File: src/rtl/blinky_pkg.sv
// Shared definitions for the button/LED blocks: decoder FSM state encoding and
// default tick counts derived from the 27 MHz board clock.
package blinky_pkg;

    localparam int C_FREQ_HZ      = 27_000_000;
    localparam int DEBOUNCE_MS    = 10;
    localparam int LONG_MS        = 1000;
    localparam int DEBOUNCE_TICKS = (C_FREQ_HZ / 1000) * DEBOUNCE_MS;
    localparam int LONG_TICKS     = (C_FREQ_HZ / 1000) * LONG_MS;

    typedef enum logic [2:0] {
        IDLE         = 3'd0,
        PRESS_WAIT   = 3'd1,
        HELD         = 3'd2,
        LONG_HELD    = 3'd3,
        RELEASE_WAIT = 3'd4
    } btn_state_e;

endpackage

File: src/rtl/button_sync.sv
// Two-flop synchronizer for asynchronous pins; the reset value should be the
// pin's idle level so no phantom edge appears when reset is released.
module button_sync #(
    parameter int               WIDTH     = 1,
    parameter logic [WIDTH-1:0] RESET_VAL = '0
) (
    input  logic             clk_i,
    input  logic             rst_ni,
    input  logic [WIDTH-1:0] d_i,
    output logic [WIDTH-1:0] q_o
);

    logic [WIDTH-1:0] meta_q;
    logic [WIDTH-1:0] sync_q;

    always_ff @(posedge clk_i or negedge rst_ni) begin
        if (!rst_ni) begin
            meta_q <= RESET_VAL;
            sync_q <= RESET_VAL;
        end else begin
            meta_q <= d_i;
            sync_q <= meta_q;
        end
    end

    assign q_o = sync_q;

endmodule

File: src/rtl/button_press_decoder.sv
// Debounces one raw push-button pin and turns it into clock-synchronous
// press/release/long-press pulses, a debounced level and a short-press toggle.
module button_press_decoder
    import blinky_pkg::*;
#(
    parameter int C_DEBOUNCE_TICKS = DEBOUNCE_TICKS,
    parameter int C_LONG_TICKS     = LONG_TICKS,
    parameter bit C_ACTIVE_LOW     = 1'b1
) (
    input  logic i_clock,
    input  logic i_reset_n,
    input  logic i_button,
    output logic o_pressed,
    output logic o_press_pulse,
    output logic o_release_pulse,
    output logic o_long_pulse,
    output logic o_toggle
);

    localparam int DW = $clog2(C_DEBOUNCE_TICKS + 1);
    localparam int HW = $clog2(C_LONG_TICKS + 1);
    localparam logic [DW-1:0] DEB_LAST  = DW'(C_DEBOUNCE_TICKS - 1);
    localparam logic [HW-1:0] HOLD_LAST = HW'(C_LONG_TICKS - 1);

    logic [0:0] pin_sync;
    logic       act;

    button_sync #(
        .WIDTH     (1),
        .RESET_VAL (1'(C_ACTIVE_LOW))
    ) u_sync (
        .clk_i  (i_clock),
        .rst_ni (i_reset_n),
        .d_i    (i_button),
        .q_o    (pin_sync)
    );

    assign act = pin_sync[0] ^ C_ACTIVE_LOW;

    btn_state_e      state_q, state_d, prev_q;
    logic [DW-1:0]   deb_q, deb_d;
    logic [HW-1:0]   hold_q, hold_d;
    logic            long_q, long_d;

    // prev_q lets the output stage see each transition exactly once.
    always_ff @(posedge i_clock or negedge i_reset_n) begin
        if (!i_reset_n) begin
            state_q <= IDLE;
            prev_q  <= IDLE;
            deb_q   <= '0;
            hold_q  <= '0;
            long_q  <= 1'b0;
        end else begin
            state_q <= state_d;
            prev_q  <= state_q;
            deb_q   <= deb_d;
            hold_q  <= hold_d;
            long_q  <= long_d;
        end
    end

    always_comb begin
        state_d = state_q;
        deb_d   = deb_q;
        hold_d  = hold_q;
        long_d  = long_q;
        case (state_q)
            IDLE: begin
                if (act) begin
                    state_d = PRESS_WAIT;
                    deb_d   = DW'(1);
                end
            end
            PRESS_WAIT: begin
                if (!act) begin
                    state_d = IDLE;
                end else if (deb_q == DEB_LAST) begin
                    state_d = HELD;
                    hold_d  = '0;
                    long_d  = 1'b0;
                end else begin
                    deb_d = deb_q + DW'(1);
                end
            end
            HELD: begin
                if (!act) begin
                    state_d = RELEASE_WAIT;
                    deb_d   = DW'(1);
                end else if (hold_q == HOLD_LAST) begin
                    state_d = LONG_HELD;
                    long_d  = 1'b1;
                end else begin
                    hold_d = hold_q + HW'(1);
                end
            end
            LONG_HELD: begin
                if (!act) begin
                    state_d = RELEASE_WAIT;
                    deb_d   = DW'(1);
                end
            end
            RELEASE_WAIT: begin
                // A bounce returns to the held state without any pulse.
                if (act) begin
                    state_d = long_q ? LONG_HELD : HELD;
                end else if (deb_q == DEB_LAST) begin
                    state_d = IDLE;
                end else begin
                    deb_d = deb_q + DW'(1);
                end
            end
            default: state_d = IDLE;
        endcase
    end

    logic pressed_d, press_d, release_d, long_pulse_d, toggle_d;
    logic pressed_q, press_q, release_q, long_pulse_q, toggle_q;

    always_comb begin
        pressed_d    = (state_q == HELD) || (state_q == LONG_HELD) ||
                       (state_q == RELEASE_WAIT);
        press_d      = (prev_q == PRESS_WAIT) && (state_q == HELD);
        long_pulse_d = (prev_q == HELD) && (state_q == LONG_HELD);
        release_d    = (prev_q == RELEASE_WAIT) && (state_q == IDLE);
        toggle_d     = toggle_q ^ (release_d && !long_q);
    end

    always_ff @(posedge i_clock or negedge i_reset_n) begin
        if (!i_reset_n) begin
            pressed_q    <= 1'b0;
            press_q      <= 1'b0;
            release_q    <= 1'b0;
            long_pulse_q <= 1'b0;
            toggle_q     <= 1'b0;
        end else begin
            pressed_q    <= pressed_d;
            press_q      <= press_d;
            release_q    <= release_d;
            long_pulse_q <= long_pulse_d;
            toggle_q     <= toggle_d;
        end
    end

    assign o_pressed       = pressed_q;
    assign o_press_pulse   = press_q;
    assign o_release_pulse = release_q;
    assign o_long_pulse    = long_pulse_q;
    assign o_toggle        = toggle_q;

endmodule

File: config.mk
export PLATFORM = sky130hd
export DESIGN_NAME = button_press_decoder
export DESIGN_NICKNAME = d
export VERILOG_FILES = /design/src/rtl/blinky_pkg.sv /design/src/rtl/button_sync.sv /design/src/rtl/button_press_decoder.sv
export SDC_FILE = /design/constraint.sdc
export NUM_CORES = 1
export LEC_CHECK = 0
export ABC_AREA = 1
export CAP_MARGIN = 20
export CORE_MARGIN = 10
export CORE_UTILIZATION = 68
export DETAILED_ROUTE_END_ITERATION = 7
export PLACE_DENSITY = 0.86
export SLEW_MARGIN = 20
export SYNTH_ARGS = -nofsm -noshare
export SYNTH_HDL_FRONTEND = slang
export SYNTH_SLANG_ARGS = --single-unit
File: constraint.sdc
create_clock -name i_clock -period 5.2 [get_ports i_clock]
set_input_delay 0.52 -clock i_clock [delete_from_list [all_inputs] [get_ports i_clock]]
set_output_delay 0.52 -clock i_clock [all_outputs]
set_load 0.05 [all_outputs]
==> results.cfg <==
[sta]
worstMarginPinSlew_ns = 0.723
clock.fmax_mhz = 405
period_share_pct = 47.5
setup_viol = 0
slew_headroom_pct = 51.8
tns_ns = 0
clock_skew_ns = 0.0104
fin_ws_ns = 2.73
drv_slew = 0
hold_violations = 0
rsz0062_at_grt = no
fin_hold_ws_ns = 0.317
min_period_ns = 2.47

[logic_synthesis]
ys_top_cells_by_area = dfrtp_1, nand2_1, nand3_1
yosysSeqAreaShare_pct = 37.6
synth_cell_types = 37
synth_ff_type = dfrtp_1
syn_avg_cell_area_um2 = 7.16
ys_ff_latch = 58
synth-edff-count = 0
syn_area_um2 = 3870
ys_async_sr_fraction_pct = 100
yosysWarnings = 0
syn_inst = 540
syn_nets = 545
netlist.area_leader.share_pct = 36.2
synth_area_leader_cell = dfrtp_1

[global_route]
grt_usage_pct = 21.5
overflow = 0
antenna_found_initial = 0
grt_pass1_vias = 3412
grt_start_max_net_pins = 59
grt_pass1_wl_um = 15500

[layout]
layout-drive-gt1-share_pct = 15.0
area_delta_synth_final_pct = 7.25
multi_input_area_um2 = 2130
nets = 553
antenna-diode-count = 0
final_cells = 625
seqCellArea_um2 = 1450
fill_cells = 419
design_area_um2 = 4150
fin_util_pct = 75.3

[placement]
preCtsSetupSlack_ns = 2.79
gp_congestion = 0.987
dpl.hpwl_um = 6410
placed_cell_area_um2 = 3940
post-place-cells = 609
io_buffers = 7

[run_status]
status = finished clean

[floorplan]
row_count = 27
initial_core_util_pct = 70.2
coreArea_um2 = 5510
fp.dieH_um = 95.4
dieArea_um2 = 9100
io_pins = 8
chipWidth_um = 95.4

[routing]
drc = 0
firstDrtPassIters = 4
viasPerCell = 5.61
detail_route.wl_per_cell_um = 14.8
drtIter0Drc = 291
wirelength_um = 9230
via_count = 3506
ant_nets = 0

[worst_setup_path]
worstSetupStartpointType = flop
required_ns = 5.43
crit_path_max_fanout = 22
cp-end-kind = flop
critPathSlowestCell = o21ai_4
arrival_ns = 2.70
r2r_setup_slack_ns = 2.73
worstPathCellList = inv_1, nand2_1, nor2_2, inv_2, nand2_1, inv_2, o21ai_4, inv_2, nand2_1, o21ai_1
worstSetupPathType = flop to flop
max_stage_delay_ns = 0.50

[clock_tree]
root_buffer = clkbuf_8
clkTransAtPathRegs_ns = 0.07
cts_max_level = 3
clkLatencyLatePin_ns = 0.35
clockBufferDepth = 2
cts_resized = 0
hold_buffers = 0
post-cts-setup-buffers = 0
cts_tree = yes
numClockSinks = 58
cts_buffers = 9

[power]
powerDensity_nw_per_um2 = 361
power_leakage_nw = 1.85
ir_drop_uv = 258
power_mw = 1.50

[min_path]
worstHoldPathType = input pin to async pin

[job]
maxCapViolCount = 0
## where the power goes
group / switching [mW] / internal, mW
registers: 0.0511 / 0.499
clock network: 0.183 / 0.244
logic: 0.397 / 0.122
total: 0.631 / 0.865
## layout make-up
type / count / share of cell area, %
inverter: 52 / 4.71
multi-input combinational: 419 / 51.4
clock inverter: 5 / 1.27
clock buffer: 11 / 3.65
timing repair buffer: 8 / 1.75
sequential: 58 / 35.1
tap: 72 / 2.17
## cells in the mapped netlist (3+ instances only)
| cell | n |
|---|---|
| inv_2 | 9 |
| nor2_4 | 4 |
| buf_6 | 3 |
| nor2_2 | 7 |
| nand3_2 | 3 |
| inv_1 | 43 |
| o21ai_1 | 3 |
| nor2_1 | 75 |
| nand3_1 | 66 |
| nand2_1 | 155 |
| xnor2_1 | 9 |
| nand3_4 | 3 |
| o21ai_2 | 4 |
| or2_2 | 3 |
| dfrtp_1 | 56 |
| buf_2 | 5 |
| nand2_2 | 25 |
| o21ai_0 | 11 |
| nand4_1 | 12 |
| nor3_1 | 9 |
| xor2_1 | 15 |
## metal layers
metal	wire, µm	GRT usage [%]	vias to the layer above
met5	0	0	-
met4	382	12.8	0
met3	598	5.34	43
met2	4500	34.8	140
met1	3750	25.3	1590
li1	-	-	1733
## state kept, by name, indices dropped and copies added (netlist names)
signal / count
hold_q: 25
deb_q: 19
prev_q: 3
state_q: 3
long_q: 1
o_long_pulse: 1
o_press_pulse: 1
o_pressed: 1
o_release_pulse: 1
o_toggle: 1
u_sync.meta_q: 1
u_sync.q_o: 1
## logic make-up after synthesis
| group | share of synthesized area [%] |
|---|---|
| buffers and inverters | 7.28 |
| AND/OR/NAND/NOR | 44.7 |
| XOR/XNOR | 5.44 |
| AO/OA/AOI/OAI | 4.30 |
| adder cells (fa/ha/maj) | 0.647 |
| flip-flops | 37.6 |
## final timing paths
check                              startpoint         end  depth (start not counted)
worst max register to register     state_q[0]    deb_q[8]                         10
worst min register to register  u_sync.meta_q  u_sync.q_o                          0
max in group asynchronous           i_reset_n  hold_q[18]                          2
worst min-delay path                i_reset_n   deb_q[18]                          2
min in group i_clock            u_sync.meta_q  u_sync.q_o                          0
worst max-delay path               state_q[0]    deb_q[8]                         10
## placed cells by master (no fill, tap or decap), types with 2 or more instances in the layout
master	Yosys	routed
nand2_1	155	155
nor2_1	75	75
nand3_1	66	66
dfrtp_1	56	56
inv_1	43	43
nand2_2	25	25
xor2_1	15	15
nand4_1	12	12
o21ai_0	11	11
clkbuf_8	0	11
inv_2	9	9
xnor2_1	9	9
nor3_1	9	9
nor2_2	7	7
clkdlybuf4s50_1	0	6
nor2_4	4	4
o21ai_2	4	4
nand3_2	3	3
nand3_4	3	3
or2_2	3	3
o21ai_1	3	3
clkinv_2	0	3
nor4_1	2	2
nand2_4	2	2
ha_1	2	2
dfstp_2	2	2
## critical path: cells and delay by family, from the launching register on
kind	cells	cell delay, ns
AO/OA/AOI/OAI	2	0.57
AND/OR/NAND/NOR	4	0.71
flip-flops	1	0.43
buffers and inverters	4	0.64
Note: power is estimated with default switching activity, not from simulation.
